===== src/rtl/icache.sv =====
// icache: direct-mapped instruction cache, one 32-bit word per line, refilled
// byte by byte over a shared 8-bit read bus.
// Optional feature macro ICACHE_EN: when defined, tag/data/valid storage and the
// one-cycle hit path exist; when undefined every request refills from the bus.
module icache #(
    parameter int unsigned INDEX_BITS = 7
) (
    input  logic        clk,
    input  logic        rst,
    input  logic        fetch_req_i,
    input  logic [16:0] fetch_addr_i,
    input  logic        flush_i,
    input  logic        mem_grant_i,
    input  logic [7:0]  mem_data_i,
    output logic        mem_req_o,
    output logic [16:0] mem_addr_o,
    output logic [31:0] inst_o,
    output logic        inst_valid_o
);
    localparam int unsigned ADDR_W  = 17;
    localparam int unsigned WADDR_W = ADDR_W - 2;

    typedef enum logic {IDLE, REFILL} state_t;

    state_t             state_q;
    state_t             state_d;
    logic [WADDR_W-1:0] word_addr_q;
    logic [2:0]         issue_cnt_q;
    logic [1:0]         recv_cnt_q;
    logic               pend_q;
    logic [23:0]        part_q;
    logic               valid_q;

    logic               accept;
    logic               hit;
    logic               issue;
    logic               capture;
    logic               last;
    logic [31:0]        hit_data;

    // Byte offset within the word is irrelevant: lines hold whole words.
    logic unused_offset;
    assign unused_offset = ^fetch_addr_i[1:0];

`ifdef ICACHE_EN
    localparam int unsigned LINES = 1 << INDEX_BITS;
    localparam int unsigned TAG_W = ADDR_W - 2 - INDEX_BITS;

    logic [LINES-1:0]      line_valid_q;
    logic [TAG_W-1:0]      tag_mem  [LINES];
    logic [31:0]           data_mem [LINES];
    logic [INDEX_BITS-1:0] idx;
    logic [TAG_W-1:0]      tag;
    logic [INDEX_BITS-1:0] fill_idx;
    logic [TAG_W-1:0]      fill_tag;

    assign idx      = fetch_addr_i[INDEX_BITS+1:2];
    assign tag      = fetch_addr_i[ADDR_W-1:INDEX_BITS+2];
    assign fill_idx = word_addr_q[INDEX_BITS-1:0];
    assign fill_tag = word_addr_q[WADDR_W-1:INDEX_BITS];
    assign hit      = line_valid_q[idx] && (tag_mem[idx] == tag);
    assign hit_data = data_mem[idx];

    // Valid bits: cleared by reset, set when a refill completes.
    always_ff @(posedge clk) begin
        if (rst) begin
            line_valid_q <= '0;
        end else if (last) begin
            line_valid_q[fill_idx] <= 1'b1;
        end
    end

    // Tag and data arrays, written with the assembled word on refill completion.
    always_ff @(posedge clk) begin
        if (last) begin
            tag_mem[fill_idx]  <= fill_tag;
            data_mem[fill_idx] <= {mem_data_i, part_q};
        end
    end
`else
    assign hit      = 1'b0;
    assign hit_data = '0;
`endif

    // FSM state register.
    always_ff @(posedge clk) begin
        if (rst) begin
            state_q <= IDLE;
        end else begin
            state_q <= state_d;
        end
    end

    // Next state and per-cycle strobes; flush dominates every action.
    always_comb begin
        state_d = state_q;
        accept  = 1'b0;
        issue   = 1'b0;
        capture = 1'b0;
        last    = 1'b0;
        case (state_q)
            IDLE: begin
                // Requests during the result pulse belong to the finished fetch.
                accept = fetch_req_i && !flush_i && !valid_q;
                if (accept && !hit) begin
                    state_d = REFILL;
                end
            end
            REFILL: begin
                issue   = !flush_i && mem_grant_i && (issue_cnt_q < 3'd4);
                capture = !flush_i && pend_q;
                last    = capture && (recv_cnt_q == 2'd3);
                if (flush_i || last) begin
                    state_d = IDLE;
                end
            end
        endcase
    end

    // Bus outputs follow the grant within the same cycle.
    assign mem_req_o    = issue;
    assign mem_addr_o   = issue ? {word_addr_q, issue_cnt_q[1:0]} : '0;
    assign inst_valid_o = valid_q && !flush_i;

    // Refill counters, byte assembly and result register.
    always_ff @(posedge clk) begin
        if (rst) begin
            word_addr_q <= '0;
            issue_cnt_q <= '0;
            recv_cnt_q  <= '0;
            pend_q      <= 1'b0;
            part_q      <= '0;
            valid_q     <= 1'b0;
            inst_o      <= '0;
        end else begin
            valid_q <= 1'b0;
            pend_q  <= issue;
            if (flush_i) begin
                issue_cnt_q <= '0;
                recv_cnt_q  <= '0;
            end
            if (accept) begin
                word_addr_q <= fetch_addr_i[ADDR_W-1:2];
                issue_cnt_q <= '0;
                recv_cnt_q  <= '0;
                if (hit) begin
                    valid_q <= 1'b1;
                    inst_o  <= hit_data;
                end
            end
            if (issue) begin
                issue_cnt_q <= issue_cnt_q + 3'd1;
            end
            if (capture) begin
                recv_cnt_q <= recv_cnt_q + 2'd1;
                case (recv_cnt_q)
                    2'd0:    part_q[7:0]   <= mem_data_i;
                    2'd1:    part_q[15:8]  <= mem_data_i;
                    2'd2:    part_q[23:16] <= mem_data_i;
                    default: ;
                endcase
            end
            if (last) begin
                valid_q <= 1'b1;
                inst_o  <= {mem_data_i, part_q};
            end
        end
    end
endmodule


===== config.mk =====
export PLATFORM = sky130hd
export DESIGN_NAME = icache
export DESIGN_NICKNAME = d
export VERILOG_FILES = /design/src/rtl/icache.sv
export SDC_FILE = /design/constraint.sdc
export NUM_CORES = 1
export LEC_CHECK = 0
export CAP_MARGIN = 25
export CORE_MARGIN = 2
export CORE_UTILIZATION = 45
export CTS_BUF_LIST = sky130_fd_sc_hd__clkbuf_4 sky130_fd_sc_hd__clkbuf_8
export DETAILED_ROUTE_END_ITERATION = 10
export DONT_BUFFER_PORTS = 1
export SYNTH_ARGS = -nofsm -noshare
export SYNTH_HDL_FRONTEND = slang
export SYNTH_SLANG_ARGS = --single-unit
export TNS_END_PERCENT = 5

===== constraint.sdc =====
create_clock -name clk -period 2.03 [get_ports clk]
set_clock_uncertainty 0.2 [all_clocks]
set_input_delay 0.1015 -clock clk [delete_from_list [all_inputs] [get_ports clk]]
set_output_delay 0.1015 -clock clk [all_outputs]
set_load 0.05 [all_outputs]

==> results.md, run 1 <==
* Nets at 492
* Clk_lat worst skew at 0.36 ns
* RSZ-0062 raised after global routing: no
* Reg clk slew, reported paths at 0.08 ns
* Die W at 86.1 µm
* Post-synth cell types at 24
* Peak VDD IR at roughly 0.53 mV
* Synth Net Count at 412
* Total core area at 6420 µm²
* Delay of the slowest critical-path stage at 0.58 ns
* Register area share after synthesis at between 50 and 60%
* Drt pass-1 iters at 4
* Initial DRC Count at about 120
* First-pass GRT wire length at 12500 µm
* Vias at 2698
* Num CTS Buffers at 9
* Layout cells sized above 1 at 15.8%
* Vias in the first global route at 2560
* CP cell instances: ha_2 -> nand4b_2 -> dlygate4sd3_1 -> buf_4 -> nand2_1 -> a21oi_1
* Final antenna-violating net count at 0
* Final HPWL DP at about 4400 µm
* Critical path arrival at 1.97 ns
* Type of the most critical hold path: input pin to flop
* TritonCTS clock tree: yes
* Yosys Warn Count at 0
* Setup TNS at 0 ns
* Clock buffer depth at 2
* IO Count at 81
* Root buffer cell: clkbuf_8
* Crit path launch type: flop
* Fmax at 517 MHz
* Vias/cell at 5.01
* Cell Area, Synth at 3040 µm²
* Setup violators final at 0
* Worst-Margin Slew at 0.539 ns
* Global-route total usage across every layer at 21.8%
* WL/cell at about 14 µm
* Count of pins over their slew limit at 0
* Syn avg cell area at 8.05 µm²
* Status: completed
* Largest net degree at the start of global routing at 80
* DRC Markers at 0
* Die H at approximately 86 µm
* PortBufs at 0
* Antenna violations before repair at 0
* Worst-path maximum fanout at 14
* Max H-tree Level at 3
* Cells after Synth at 377
* Seq cells post-synth at 79
* Critical-path top delay cell: dlygate4sd3_1
* DP Area at ~3600 µm²
* Fill cell count at 537
* Sinks on Clock Net at 79
* Power per Cell Area at 693 nW/µm²
* Worst Path Required at 2.07 ns
* Routed Wire Length at 7640 µm
* Worst slew margin at about 64%
* Num rows at 29
* Layout area overhead at 42.3%
* Number of antenna diodes at 0
* Pleak at roughly 1.6 nW
* Setup Crit Path Kind: flop to flop
* GRT overflow at 0
* Starting density of the core at 47.3%
* CP Capture Type: flop
* Endpoints failing hold at 0
* Gpl congestion at 0.761
* Max-cap viol count at 0
* Die area at 7420 µm²
* Post-route minimum period at 1.93 ns
* Period utilization at 95.2%
* Finished Cell Area at 4320 µm²
[worst max-delay path: cells and delay by family, from the launching register on]
kind / cells / cell delay [ns]
buf+inv: 2 / 0.77
flops: 1 / 0.37
fa+ha+maj: 1 / 0.21
simple gates: 2 / 0.20
compound gates: 1 / 0.07
[logic make-up after synthesis]
family                     count (synthesis)  share of synthesized area, %
buffers and inverters                     31                          4.86
and+or+nand+nor                          185                          28.2
DFF                                       79                          52.1
adders and majority gates                  5                          2.06
AOI/OAI and AO/OA                         77                          12.8
[worst paths after layout]
check	startpoint	to	slack (ns)	depth (start not counted)
setup reg to reg	recv_cnt_q[0]	inst_o[20]	0.1	6
hold reg to reg	word_addr_q[2]	word_addr_q[2]	0.25	2
hold / removal	flush_i	issue_cnt_q[1]	0.04	4
setup / recovery	recv_cnt_q[0]	inst_o[20]	0.1	6
[cells in the final DEF (no fill, tap or decap)]
| master | count |
|---|---|
| a21oi_1 | 76 |
| and2_1 | 17 |
| nand2b_1 | 1 |
| nand4b_1 | 4 |
| dfxtp_1 | 76 |
| buf_12 | 17 |
| dlygate4sd3_1 | 47 |
| ha_1 | 4 |
| dfxtp_2 | 3 |
| and4b_1 | 3 |
| nor2_1 | 2 |
| inv_6 | 1 |
| nand2_1 | 145 |
| or4b_4 | 1 |
| nand4_1 | 3 |
| or4_1 | 1 |
| clkbuf_8 | 11 |
| bufinv_16 | 1 |
| inv_2 | 1 |
| and4b_2 | 1 |
| nor4bb_4 | 1 |
| clkinv_4 | 1 |
| nor4b_4 | 1 |
| nand4b_2 | 1 |
| nor2b_1 | 2 |
| dlymetal6s4s_1 | 2 |
| buf_6 | 2 |
| ha_2 | 1 |
| a32oi_1 | 1 |
| buf_4 | 27 |
| nand3_1 | 1 |
| clkbuf_4 | 1 |
| inv_1 | 3 |
| nand3b_1 | 1 |
| clkinv_2 | 1 |
| buf_16 | 1 |
[layer usage]
metal  up-vias  part of all wire [%]  GRT usage (%)
li1       1386                     -              -
met1      1230                    43           26.1
met2        74                    50           36.3
met3         8                   6.2           5.77
met4         0                   1.6           10.2
met5         -                     0              0
[area by class of cell]
| class | instances | area [µm²] | share of cell area [%] |
|---|---|---|---|
| clock buffers | 12 | 159 | 3.68 |
| clock inverters | 4 | 52.6 | 1.22 |
| inverters | 4 | 15.0 | 0.348 |
| multi-input cells | 267 | 1320 | 30.6 |
| flip-flops and latches | 79 | 1590 | 36.7 |
| well taps | 77 | 96.3 | 2.23 |
| repair buffers | 96 | 1090 | 25.2 |
[state kept, by name, indices dropped and copies added, names as in the netlist]
name         count
word_addr_q     15
pend_q           1
state_q          1
recv_cnt_q       2
inst_o          32
valid_q          1
part_q          24
issue_cnt_q      3
[cells in the mapped netlist]
cell type  number  area (µm²)
nand2_1       145         544
nand4b_2        1        15.0
a21oi_1        76         380
dfxtp_1        79        1580
nand3b_1        1        7.51
ha_1            5        62.6
inv_1           4        15.0
or4b_1          1        10.0
nor2b_1         2        12.5
and4b_1         4        40.0
buf_2           6        30.0
a32oi_1         1        8.76
nor4b_4         1        23.8
nor2_1          2        7.51
nor4bb_2        1        16.3
clkbuf_1       17        63.8
clkbuf_2        1        5.00
nand4_1         3        18.8
nand2b_1        1        6.26
and2_1         17         106
nand4b_1        4        35.0
or4_1           1        7.51
buf_6           3        33.8
nand3_1         1        5.00
[timing repair]
item | in CTS | in global routing
setup buffers | 1 | 1
endpoints found under the setup margin | 17 | 47
hold endpoints to repair | 79 | 1
resized for setup | 0 | 11
pin swaps | 0 | 1
hold buffers | 49 | 1
[power breakdown]
part / switching (W) / internal [W]
combinational: 0.0000889 / 0.0000902
clock: 0.000588 / 0.000654
sequential: 0.00000902 / 0.00156
[metrics by stage]
stage | setup WS, ns | total power, W | hold slack (ns) | instances | utilization [%]
after floorplan | 0.0831 | 0.00168 | 0.0375 | 377 | -
after global placement | 0.360 | 0.00167 | -0.0245 | 471 | 55.3
after detailed placement | 0.327 | 0.00167 | -0.0222 | 471 | 55.3
after CTS | 0.000718 | 0.00300 | 0.0137 | 537 | 66.6
after global routing | 0.00355 | 0.00309 | 0.0790 | 539 | 67.3
final | 0.0970 | 0.00299 | 0.0355 | 539 | 67.3
(Power assumes the default switching activity.)
==> inputs of run 2 (changes only) <==
- ABC_AREA: not set -> 1
==> results.md, run 2 <==
* RR Endpoint: state_q
* IO Count at 81
* Share of the synthesized area in the top cell type at 52.1%
* Worst-path maximum fanout at 19
* Asr flop ratio synth at 0%
* Crit path launch type: input pin
* Status: completed
* Worst slew margin at between 60% and 70%
* Worst-Margin Slew at 0.516 ns
* Peak VDD IR at 0.473 mV
* First-pass GRT wire length at 11600 µm
* Total core area at 6420 µm²
* Synth area leaders: dfxtp_1 52%, nor2_1 15%, o21ai_0 10%, inv_1 3.8%, a21oi_1 3.3%
* Critical path's top delay family: buffers and inverters
* Type of the most critical hold path: input pin to flop
* Most common cell after layout, fill and taps aside: nor2_1
* Synth Net Count at 419
* Regs by FF count: inst_o: 32 flops, part_q: 24 flops, word_addr_q: 15 flops
* GRT overflow at 0
* Routing usage on met2 at 30.4%
* GRT busiest layer: met2
* Routed Wire Length at 6900 µm
* Most common cell in the netlist: nor2_1
* Total power draw at 0.00292 W
* Number of flip-flops in the largest register at 32
* PortBufs at 0
* DRC Markers at 0
* Critical path arrival at 1.60 ns
* Die W at 86.2 µm
* Count of non-filler cells in the finished layout at 529
* RSZ-0062 raised after global routing: no
* Setup TNS at 0 ns
* Number of synthesized flops with an enable pin at 0
* Antenna violations before repair at 0
* End of the critical path: mem_addr_o[11]
* Reg-to-reg slack, setup at 0.36 ns
* Cells after Synth at between 300 and 400
* Clk_lat worst skew at ~0.36 ns
* CP dominant cell by count: inv_2
* Cell Area, Synth at 3040 µm²
* DP Worst Slack at 0.381 ns
* Endpoints failing hold at 0
* Most instantiated cells after synthesis: 125 x nor2_1, 79 x dfxtp_1, 63 x o21ai_0
* Reg2Reg Depth at 5
* Fill cell count at 582
* Vias/cell at 4.87
* Final worst-path setup slack at 0.130 ns
* Area leader, netlist: dfxtp_1
* Met1 global-route usage at 25.5%
* Root buffer cell: clkbuf_8
* Post-route minimum period at 1.90 ns
* Seq cells post-synth at 79
* Die area at 7420 µm²
* Final HPWL DP at ~4300 µm
* Sinks on Clock Net at 79
* GR met3 Demand/Resource at 6.83%
* Count of pins over their slew limit at 0
* CP Capture Type: output pin
* Critical-path top delay cell: dlygate4sd3_1
* Post-synth cell types at 21
* Layout cells sized above 1 at 19.2%
* Vias at roughly 2600
* Setup violators final at 0
* Placed insts at 486
* Final antenna-violating net count at 0
* Most frequent cells in the layout: 114 x nor2_1, 79 x dfxtp_1, 63 x o21ai_0, 32 x buf_4, 30 x inv_1
* Reg clk slew, reported paths at 0.08 ns
* Max-cap viol count at 0
* Period utilization at roughly 94%
* Drt pass-1 iters at 4
* Postcts setup bufs at 0
* Nets at about 480
* Vias in the first global route at about 2400
* Critical R2R Launch: recv_cnt_q[0]
* Yosys Warn Count at 0
* Syn avg cell area at 7.91 µm²
* Initial DRC Count at 150
* Starting density of the core at 47.3%
* Layout area overhead at 30.6%
* CP cell instances: dlygate4sd3_1 -> inv_2 -> nand2_1 -> nor2_2 -> inv_2 -> nor2_1 -> buf_4
* CP Launch Point: flush_i
* Pleak at 1.80 nW
* Number of cells upsized or downsized after cts at 0
* Delay of the slowest critical-path stage at 0.59 ns
* Global-route total usage across every layer at 20.0%
* TritonCTS clock tree: yes
* Max H-tree Level at 3
* Cell depth of the worst setup path at 7
* Clock buffer depth at 2
* Num rows at 29
* Post-synth top flop: dfxtp_1
* Fmax at 526 MHz
* Die H at 86.2 µm
* Largest net degree at the start of global routing at 51
* Setup Crit Path Kind: input pin to output pin
* Number of antenna diodes at 0
* Power per Cell Area at 735 nW/µm²
* Worst Path Required at 1.73 ns
* Num CTS Buffers at 9
* Biggest register: inst_o
* WL/cell at around 13 µm
* Util after Layout at 61.8%
* Gpl congestion at approximately 0.75
* Buf+Inv Stages, Crit Path at 4
* Register area share after synthesis at 52.1%
[run 2: changes by cell type after synthesis, sizes merged, moves of 4 or more]
cell	before	now
clkbuf	18	7
nand4b	5	0
nand2	145	13
a21oi	76	20
inv	4	34
o21ai	0	72
and2	17	0
nor2	2	138
and4b	4	0
[run 2: worst reg2reg max path: stages, from the launching register on]
cell and delay (ns):
dfxtp_1 0.41, ha_1 0.21, nand2_1 0.06, nand3_1 0.07, a21oi_1 0.06, dlygate4sd3_1 0.55
[run 2: kinds of logic (layout without fill, tap and decap cells)]
family | after synthesis | after routing | synth area share (%)
simple gates | 156 | 156 | 22.2
fa+ha+maj | 5 | 5 | 2.06
compound gates | 92 | 92 | 15.2
flops | 79 | 79 | 52.1
buf+inv | 52 | 120 | 8.57
[run 2: what timing repair did]
action / in CTS / in global routing
hold endpoints to repair: 65 / 0
setup endpoints to repair: 0 / 0
hold buffers: 27 / 0
[run 2: final cells by class]
type	count	area, µm²	share of cell area (%)
Sequential cell	79	1580	39.9
Clock buffer	9	124	3.12
Timing Repair Buffer	70	731	18.4
Tap cell	77	96.3	2.43
Multi-Input combinational cell	253	1220	30.8
Inverter	34	130	3.28
Clock inverter	7	81.3	2.05
[run 2: metal layers]
layer / vias to the layer above / wire length (µm)
met5: - / 0
met4: 0 / 167
met3: 15 / 419
met2: 67 / 3110
met1: 1149 / 3200
li1: 1343 / -
[run 2: stage by stage]
step | hold WS (ns) | instance area [µm²]
after CTS | 0.0836 | 3970
after global placement | -0.0276 | 3490
after global routing | 0.134 | 3970
final | 0.0913 | 3970
after detailed placement | -0.0240 | 3490
after floorplan | -0.0294 | 3070
[run 2: worst min path at each step]
stage	end	slack, ns	cells after the start	startpoint
2_1_floorplan	recv_cnt_q[1]	-0.03	1	rst
3_3_place_gp	recv_cnt_q[1]	-0.03	1	rst
3_5_place_dp	state_q	-0.02	1	rst
4_1_cts	pend_q	0.08	4	mem_grant_i
5_1_grt	pend_q	0.13	4	mem_grant_i
6_report	pend_q	0.09	4	mem_grant_i
[run 2: power by group]
part	switching (W)	total, W	internal [W]
Clock	0.000600	0.00118	0.000584
Sequential	0.00000671	0.00158	0.00157
Combinational	0.0000902	0.000154	0.0000643
Total	0.000697	0.00292	0.00222
